**src/rtl/mprj_wb_timeout_bridge.sv**
```systemverilog
// Registered Wishbone bridge from the management core to the user area.
// Unacknowledged user cycles are cut off after TIMEOUT cycles; the first fault is logged.
module mprj_wb_timeout_bridge #(
    parameter int unsigned TIMEOUT  = 256,
    parameter logic [31:0] ERR_DATA = 32'hFFFF_FFFF
) (
    input  logic        core_clk,
    input  logic        core_rst,
    input  logic        m_cyc_i,
    input  logic        m_stb_i,
    input  logic        m_we_i,
    input  logic [3:0]  m_sel_i,
    input  logic [31:0] m_adr_i,
    input  logic [31:0] m_dat_i,
    output logic        m_ack_o,
    output logic [31:0] m_dat_o,
    input  logic        wb_iena,
    output logic        u_cyc_o,
    output logic        u_stb_o,
    output logic        u_we_o,
    output logic [3:0]  u_sel_o,
    output logic [31:0] u_adr_o,
    output logic [31:0] u_dat_o,
    input  logic        u_ack_i,
    input  logic [31:0] u_dat_i,
    input  logic        to_clr,
    output logic        to_flag,
    output logic [31:0] to_adr,
    output logic [7:0]  to_count
);

    localparam int unsigned CW = $clog2(TIMEOUT);
    localparam logic [CW-1:0] CNT_MAX = CW'(TIMEOUT - 1);

    typedef enum logic [1:0] {
        IDLE,
        REQ,
        RESP
    } state_e;

    state_e        state_q, state_d;
    logic          cyc_q, cyc_d;
    logic          we_q, we_d;
    logic [3:0]    sel_q, sel_d;
    logic [31:0]   adr_q, adr_d;
    logic [31:0]   wdat_q, wdat_d;
    logic [31:0]   mdat_q, mdat_d;
    logic [CW-1:0] cnt_q, cnt_d;
    logic          flag_q, flag_d;
    logic [31:0]   tadr_q, tadr_d;
    logic [7:0]    tcnt_q, tcnt_d;
    logic          timeout;

    always_ff @(posedge core_clk or posedge core_rst) begin
        if (core_rst) begin
            state_q <= IDLE;
            cyc_q   <= 1'b0;
            we_q    <= 1'b0;
            sel_q   <= '0;
            adr_q   <= '0;
            wdat_q  <= '0;
            mdat_q  <= '0;
            cnt_q   <= '0;
            flag_q  <= 1'b0;
            tadr_q  <= '0;
            tcnt_q  <= '0;
        end else begin
            state_q <= state_d;
            cyc_q   <= cyc_d;
            we_q    <= we_d;
            sel_q   <= sel_d;
            adr_q   <= adr_d;
            wdat_q  <= wdat_d;
            mdat_q  <= mdat_d;
            cnt_q   <= cnt_d;
            flag_q  <= flag_d;
            tadr_q  <= tadr_d;
            tcnt_q  <= tcnt_d;
        end
    end

    always_comb begin
        state_d = state_q;
        cyc_d   = cyc_q;
        we_d    = we_q;
        sel_d   = sel_q;
        adr_d   = adr_q;
        wdat_d  = wdat_q;
        mdat_d  = mdat_q;
        cnt_d   = cnt_q;
        flag_d  = flag_q;
        tadr_d  = tadr_q;
        tcnt_d  = tcnt_q;
        timeout = 1'b0;

        unique case (state_q)
            IDLE: begin
                if (m_cyc_i && m_stb_i) begin
                    we_d   = m_we_i;
                    sel_d  = m_sel_i;
                    adr_d  = m_adr_i;
                    wdat_d = m_dat_i;
                    if (wb_iena) begin
                        cyc_d   = 1'b1;
                        cnt_d   = '0;
                        state_d = REQ;
                    end else begin
                        mdat_d  = ERR_DATA;
                        state_d = RESP;
                    end
                end
            end
            REQ: begin
                if (!m_cyc_i) begin
                    cyc_d   = 1'b0;
                    state_d = IDLE;
                end else if (u_ack_i) begin
                    mdat_d  = u_dat_i;
                    cyc_d   = 1'b0;
                    state_d = RESP;
                end else if (cnt_q == CNT_MAX) begin
                    mdat_d  = ERR_DATA;
                    cyc_d   = 1'b0;
                    timeout = 1'b1;
                    state_d = RESP;
                end else begin
                    cnt_d = cnt_q + 1'b1;
                end
            end
            RESP: state_d = IDLE;
            default: state_d = IDLE;
        endcase

        if (to_clr) begin
            flag_d = 1'b0;
            tadr_d = '0;
            tcnt_d = '0;
        end
        // A timeout on the clearing edge is recorded as the first fault.
        if (timeout) begin
            flag_d = 1'b1;
            if (!flag_q || to_clr) tadr_d = adr_q;
            if (to_clr) tcnt_d = 8'd1;
            else if (tcnt_q != 8'hFF) tcnt_d = tcnt_q + 8'd1;
        end
    end

    assign m_ack_o  = (state_q == RESP);
    assign m_dat_o  = mdat_q;
    assign u_cyc_o  = cyc_q;
    assign u_stb_o  = cyc_q;
    assign u_we_o   = we_q;
    assign u_sel_o  = sel_q;
    assign u_adr_o  = adr_q;
    assign u_dat_o  = wdat_q;
    assign to_flag  = flag_q;
    assign to_adr   = tadr_q;
    assign to_count = tcnt_q;

endmodule

```
**config.mk**
```make
export PLATFORM = sky130hd
export DESIGN_NAME = mprj_wb_timeout_bridge
export DESIGN_NICKNAME = d
export VERILOG_FILES = /design/src/rtl/mprj_wb_timeout_bridge.sv
export SDC_FILE = /design/constraint.sdc
export NUM_CORES = 1
export LEC_CHECK = 0
export CAP_MARGIN = 10
export CORE_ASPECT_RATIO = 0.6
export CORE_MARGIN = 3
export CORE_UTILIZATION = 40
export CTS_BUF_LIST = sky130_fd_sc_hd__clkbuf_4 sky130_fd_sc_hd__clkbuf_8
export DETAILED_ROUTE_END_ITERATION = 16
export PLACE_DENSITY_LB_ADDON = 0.25
export SLEW_MARGIN = 40
export SYNTH_ARGS = -nofsm -noshare
export SYNTH_HDL_FRONTEND = slang
export SYNTH_SLANG_ARGS = --single-unit
export TNS_END_PERCENT = 30
```
**constraint.sdc**
```tcl
create_clock -name core_clk -period 6.85 [get_ports core_clk]
set_input_delay 0.685 -clock core_clk [delete_from_list [all_inputs] [get_ports core_clk]]
set_output_delay 0.685 -clock core_clk [all_outputs]
set_load 0.05 [all_outputs]
```
After elaboration in Yosys (flattened, before gate mapping) --
Cells that the tools add are included.
Cells by class: add/sub/neg operators 2, eq/ne operators 12, multiplexer cells 37, reductions and logical operators 11
Operators with widths (number):
- $mux 32 | 8
- $mux 8 | 9
- $pmux 32 s2 | 1
- $add 8x1->8 const B | 2
- $pmux 8 s2 | 1
- $ne 2x2->1 const B | 6
- $mux 1 | 11
- $mux 2 | 5
- $eq 8x8->1 const B | 1
- $ne 8x8->1 const B | 1
- $reduce_and 6->1 | 1
- $reduce_and 5->1 | 1
- $ne 4x4->1 const B | 1
- $pmux 2 s2 | 1
- $reduce_and 2->1 | 2
- $reduce_and 4->1 | 1
- $reduce_bool 2->1 | 2
- $ne 3x3->1 const B | 1
- $eq 2x1->1 const B | 1
- $eq 2x2->1 const B | 1
- $logic_not 2->1 | 1
- $pmux 1 s2 | 1
- $logic_and 1x1->1 | 1
- $logic_not 1->1 | 1
- $logic_or 1x1->1 | 1
Storage, ports and cells: flip-flop bits (word level) 153, input port bits 108, output and inout bits 145

Depth between registers and ports, before layout --
Gate-level depths: netlist (run 1).
word-level depth 6, mapped depth 6

Worst setup path before layout (run 1) --
Ideal clock, no wire load.
path kind input -> register, start point input port u_ack_i, end point register tcnt_q[5] (netlist: to_count[5]), library setup time 128 ps, arrival 2012 ps, data required time 6722 ps, path slack 4711 ps, stages on the path 5, path buffers 1, cells stage by stage nand4bb_4 or3_4 buf_6 nor4_2 mux2_1
Between the ends: cells in the longest elaborated chain, start to end 4
Ends and longest elaborated chain:
- from (decl) | line 24 | input logic u_ack_i,
- $mux 1 | line 117 | end else if (u_ack_i) begin
- $mux 1 | line 114 | if (!m_cyc_i) begin
- $mux 1 | line 96 | unique case (state_q)
- $mux 8 | line 140 | if (timeout) begin
- net tcnt_d[5] | line 51 | logic [7:0] tcnt_q, tcnt_d;
- to (signal assigned) | line 78 | tcnt_q <= tcnt_d;
- to (decl) | line 51
The timed path passes the listed nets, and every way through them passes these cells. A chain may end at the register's enable or synchronous reset.

Final worst setup path (run 1) --
start point register state_q[0], end point output port m_ack_o
Between the ends: cells in the longest elaborated chain, start to end 1
Ends and longest elaborated chain:
- from (decl) | line 41 | state_e state_q, state_d;
- from (signal assigned) | line 68 | state_q <= state_d;
- $eq 2x2->1 | line 148 | assign m_ack_o = (state_q == RESP);
- to (decl) | line 15 | output logic m_ack_o,
Every way passes these cells.

==> results_dict.tcl, run 1 <==
set metrics [dict create \
    status "finished, final reports clean" \
    drt-pass1-iter-count 4 \
    hp-class "reg2reg" \
    cpLargestDelayFamily "buffers and inverters" \
    grt_max_degree 82 \
    hold_violations 0 \
    slew_headroom 0.509 \
    ios 253 \
    worstSetupStartpointType "flip-flop" \
    worst_setup_path_end_kind "output pin" \
    netlist_area_sq_um 6120 \
    synthFlopType "dfrtp_1" \
    finalCritPeriodShare 0.387 \
    port_buffers 252 \
    stdcell_area_sq_um 9260 \
    cp-startpoint "state_q[0]$_DFFE_PP0P_" \
    worst_slew_pin_slew_ns 0.736 \
    via_per_inst 5.10 \
    cts_tree "yes" \
    synth_seq_cells 153 \
    synth_fp_nets 592 \
    fillCellCount 1154 \
    final_critical_path_setup_slack_ns 4.20 \
    antenna_cells 0 \
    rows 34 \
    ir_drop_mv 0.175 \
    cp.required_ns 6.16 \
    maxCapViolCount 0 \
    path_class "reg2out" \
    syn_to_final_growth_pct 51.3 \
    synthCells 482 \
    cp_cell_sequence "nor2b_1, clkdlybuf4s50_1" \
    pre_cts_ws_ns 3.96 \
    fmax_mhz 377 \
    antenna_found_initial 0 \
    crit_arrival_ns 1.97 \
    overflow 0 \
    drc_errors 0 \
    dr_total_vias 4797 \
    async_reset_ff_frac 1.00 \
    synth_cell_type_count 51 \
    fin_crit_ns 2.65 \
    critPathBufInv 1 \
    cts_sinks 153 \
    rsz0062_at_grt "no" \
    placed_area_sq_um 8820 \
    post_cts_buffers 0 \
    root_buffer "clkbuf_8" \
    postRouteAntennaNets 0 \
    r2r-start "cnt_q[1]$_DFFE_PP0P_" \
    synth.avg_cell_area_sq_um 12.7 \
    hpwl_mm 12.2 \
    fin_nets 840 \
    drive_gt1_frac 0.159 \
    clk_pin_slew_ns 0.10 \
    grt_pass1_wl_mm 26.7 \
    leakage_nw 3.64 \
    wirelength_mm 16.9 \
    max_stage_delay_ns 0.84 \
    ys_seq_area_frac 0.626 \
    worstHoldStart "m_dat_o[22]$_DFFE_PP0P_" \
    die_x_um 166 \
    groute.usage.overall 0.200 \
    grt_pass1_vias 5010 \
    critPathSlowestCell "clkdlybuf4s50_1" \
    crit_fanout 9 \
    cts_buffers 17 \
    powerDensity_nw_per_um2 291 \
    synth_edf_count 0 \
    fin_setup_tns_ns 0 \
    setup_violations 0 \
    final_cell_mix "clkdlybuf4s50_1 (252), dfrtp_1 (153), nand2_1 (71)" \
    clock_path_buffers 2 \
    fp.dieArea_sq_um 16900 \
    start_util 0.416 \
    clock_skew_ns 0.0229 \
    postCtsHoldBufs 0 \
    yosys_warnings 0 \
    worstSkewPairLatency_ns 0.45 \
    cts_resized 0 \
    drt_iter0_drc 294 \
    gp_congestion 0.880 \
    layout_commonest_cell "clkdlybuf4s50_1" \
    cts-htree-levels 4 \
    die_h_um 102 \
    maxSlewViolCount 0 \
    wl_per_cell_um 18.0 \
    coreArea_sq_um 14700 \
]
logic make-up after synthesis:
family / count (synthesis) / share of synthesized area
AOI/OAI and AO/OA: 100 / 0.111
muxes: 70 / 0.129
adders and majority gates: 2 / 0.00409
buffers and inverters: 36 / 0.0272
DFF: 153 / 0.626
and+or+nand+nor: 121 / 0.103
final timing paths:
| check | slack, ns | to | cells after the start |
|---|---|---|---|
| max reg2reg | 4.50 | m_dat_o[16]$_DFFE_PP0P_ | 5 |
| min | 0.50 | m_dat_o[22]$_DFFE_PP0P_ | 1 |
| max | 4.20 | m_ack_o | 2 |
| min reg2reg | 0.50 | m_dat_o[22]$_DFFE_PP0P_ | 1 |
| max in group asynchronous | 4.95 | u_adr_o[2]$_DFFE_PP0P_ | 3 |
| min in group asynchronous | 0.69 | m_dat_o[31]$_DFFE_PP0P_ | 2 |
area by class of cell:
cell class                      instances  area (sq um)  share of cell area
Sequential cell                       153          3830               0.414
Timing Repair Buffer                  256          2560               0.277
Multi-Input combinational cell        293          2140               0.232
Tap cell                              198           248              0.0268
Clock buffer                           17           234              0.0253
Clock inverter                         15           201              0.0218
Inverter                                9          40.0             0.00433
power breakdown:
part	internal, W	leakage (nW)	switching, W
Sequential	0.00102	1.83	0.0000834
Clock	0.000317	0.215	0.000410
Combinational	0.000327	1.60	0.000538
Total	0.00166	3.64	0.00103
sequential cells by signal (all words and copies together), names as in the netlist:
register and flops:
to_flag 1, u_we_o 1, u_adr_o 32, cnt_q 8
state_q 2, u_dat_o 32, to_adr 32, u_sel_o 4
u_cyc_o 1, m_dat_o 32, to_count 8
stage by stage:
stage / cells / utilization / hold slack [ns] / total power, W
2_1_floorplan: 482 / - / 0.503 / 0.00164
3_3_place_gp: 908 / 0.598 / 0.473 / 0.00197
3_5_place_dp: 909 / 0.599 / 0.478 / 0.00199
4_1_cts: 941 / 0.629 / 0.503 / 0.00272
5_1_grt: 941 / 0.629 / 0.520 / 0.00281
6_report: 941 / 0.629 / 0.498 / 0.00269
synthesized netlist by cell type, types with 5 or more instances:
| cell type | number | area, sq um |
|---|---|---|
| nor2b_1 | 6 | 37.5 |
| nand3_1 | 8 | 40.0 |
| a21oi_1 | 9 | 45.0 |
| nand2_1 | 71 | 267 |
| mux2_2 | 69 | 777 |
| nor2_1 | 6 | 22.5 |
| inv_1 | 8 | 30.0 |
| buf_2 | 10 | 50.1 |
| nand4_1 | 5 | 31.3 |
| clkbuf_1 | 14 | 52.6 |
| o21ai_0 | 35 | 175 |
| o21ai_1 | 5 | 25.0 |
| o22a_1 | 32 | 280 |
| dfrtp_1 | 153 | 3830 |
| nor3_1 | 7 | 35.0 |
metal layers:
layer | vias to the layer above | routed length (um) | share of wire | GRT usage
met5 | - | 0 | 0 | 0
met4 | 0 | 172 | 0.010 | 0.0562
met3 | 15 | 1530 | 0.090 | 0.0866
met2 | 171 | 8000 | 0.47 | 0.318
met1 | 2388 | 7220 | 0.43 | 0.253
li1 | 2223 | - | - | -
Power figures use the tool's default switching activity.
==> inputs of run 2 (changes only) <==
==> constraint.sdc (replaced) <==
create_clock -name core_clk -period 2.3 [get_ports core_clk]
set_input_delay 0.23 -clock core_clk [delete_from_list [all_inputs] [get_ports core_clk]]
set_output_delay 0.23 -clock core_clk [all_outputs]
set_load 0.05 [all_outputs]
==> run 2 against run 1 <==
Effect of this change: total power rose to 3.0 times the previous value; highest routed layer unchanged; cell area rose by 1.9%; critical endpoint unchanged; sequential cell count did not move; clock skew fell by 0.0039 ns; die area did not move; clock power rose to 3.0 times the previous value; setup slack got worse by 4.1 ns.
==> results_dict.tcl, run 2 (synthesis results as in run 1) <==
set metrics [dict create \
    ff2ff_setup_slack_ns 0.21 \
    finalCritPeriodShare 0.954 \
    worstSkewPairLatency_ns 0.44 \
    postCtsHoldBufs 0 \
    syn_to_final_growth_pct 54.2 \
    post_cts_buffers 0 \
    die_h_um 102 \
    cp.required_ns 2.07 \
    powerDensity_nw_per_um2 855 \
    clock_path_buffers 2 \
    postRouteAntennaNets 0 \
    antenna_cells 0 \
    hold_violations 0 \
    ir_drop_mv 0.494 \
    cts_tree "yes" \
    cts_sinks 153 \
    final_critical_path_setup_slack_ns 0.107 \
    fmax_mhz 456 \
    via_per_inst 5.03 \
    status "finished, final reports clean" \
    worst_setup_path_end_kind "output pin" \
    root_buffer "clkbuf_8" \
    slew_headroom 0.594 \
    overflow 0 \
    clock_skew_ns 0.0190 \
    ios 253 \
    worstReg2RegEnd "to_count[5]$_DFF_PP0_" \
    grt_max_degree 39 \
    maxSlewViolCount 0 \
    fin_nets 854 \
    grt_pass1_vias 5104 \
    die_x_um 166 \
    maxCapViolCount 0 \
    crit_arrival_ns 1.96 \
    gp_congestion 0.852 \
    worstRegToRegCells 5 \
    cts-htree-levels 4 \
    seqCellArea_sq_um 3830 \
    clk_pin_slew_ns 0.10 \
    r2r-start "cnt_q[1]$_DFFE_PP0P_" \
    crit_fanout 7 \
    port_buffers 252 \
    setup_violations 0 \
    coreArea_sq_um 14700 \
    hpwl_mm 12.6 \
    fin_crit_ns 2.19 \
    grt_pass1_wl_mm 27.0 \
    wirelength_mm 16.7 \
    dr_total_vias 4800 \
    start_util 0.416 \
    fin_setup_tns_ns 0 \
    worstSetupStartpointType "flip-flop" \
    antenna_found_initial 0 \
    drc_errors 0 \
    groute.usage.overall 0.200 \
    drt-pass1-iter-count 5 \
    cts_buffers 17 \
    hp-class "in2async" \
    rows 34 \
    wl_per_cell_um 17.5 \
    cts_resized 0 \
    layout_commonest_cell "clkdlybuf4s50_1" \
    pre_cts_ws_ns 0.131 \
    leakage_nw 3.74 \
    rsz0062_at_grt "no" \
    drt_iter0_drc 241 \
    fp.dieArea_sq_um 16900 \
    path_class "reg2out" \
    fillCellCount 1130 \
    drive_gt1_frac 0.170 \
    multi_input_area_sq_um 2140 \
    final_cell_mix "clkdlybuf4s50_1 (252), dfrtp_1 (153), nand2_1 (71)" \
    worst_slew_pin_slew_ns 0.607 \
]
[run 2: power breakdown]
group          internal, W  switching, W  total [W]  leakage [nW]
Combinational      0.00100       0.00161    0.00261          1.69
Clock              0.00105       0.00113    0.00218         0.220
Sequential         0.00303      0.000244    0.00327          1.83
[run 2: worst max-delay path by stage]
stage / from / endpoint / slack (ns)
after global routing: state_q[0]$_DFFE_PP0P_ / m_ack_o / 0.01
final: state_q[1]$_DFFE_PP0P_ / m_ack_o / 0.11
after CTS: state_q[1]$_DFFE_PP0P_ / m_ack_o / 0.08
after detailed placement: u_ack_i / to_count[5]$_DFF_PP0_ / 0.13
after global placement: u_ack_i / to_count[5]$_DFF_PP0_ / 0.17
after floorplan: core_rst / cnt_q[0]$_DFFE_PP0P_ / 0.14
[run 2: cell type report]
type                       instances  area share
sequential                       153       0.406
timing repair buffer             270       0.292
multi-input combinational        293       0.227
clock buffer                      18      0.0263
tap                              198      0.0263
clock inverter                    14      0.0187
inverter                           9     0.00398
[run 2: stage by stage]
| stage | utilization | power, W | instances | area [sq um] | hold WS (ns) |
|---|---|---|---|---|---|
| after CTS | 0.641 | 0.00815 | 955 | 9430 | 0.190 |
| after floorplan | - | 0.00489 | 482 | 6120 | 0.378 |
| final | 0.641 | 0.00806 | 955 | 9430 | 0.200 |
| after global routing | 0.641 | 0.00840 | 955 | 9430 | 0.225 |
| after detailed placement | 0.612 | 0.00595 | 923 | 9010 | 0.476 |
| after global placement | 0.612 | 0.00591 | 923 | 9010 | 0.470 |
[run 2: metal layers]
metal / part of all wire / vias up / track usage
li1: - / 2259 / -
met1: 0.42 / 2384 / 0.258
met2: 0.49 / 142 / 0.327
met3: 0.081 / 15 / 0.0753
met4: 0.0096 / 0 / 0.0498
met5: 0 / - / 0
[run 2: critical path, stage by stage, from the launching register on]
cell and delay, ns:
dfrtp_1 0.50, nor2b_1 0.19, clkdlybuf4s50_1 0.84
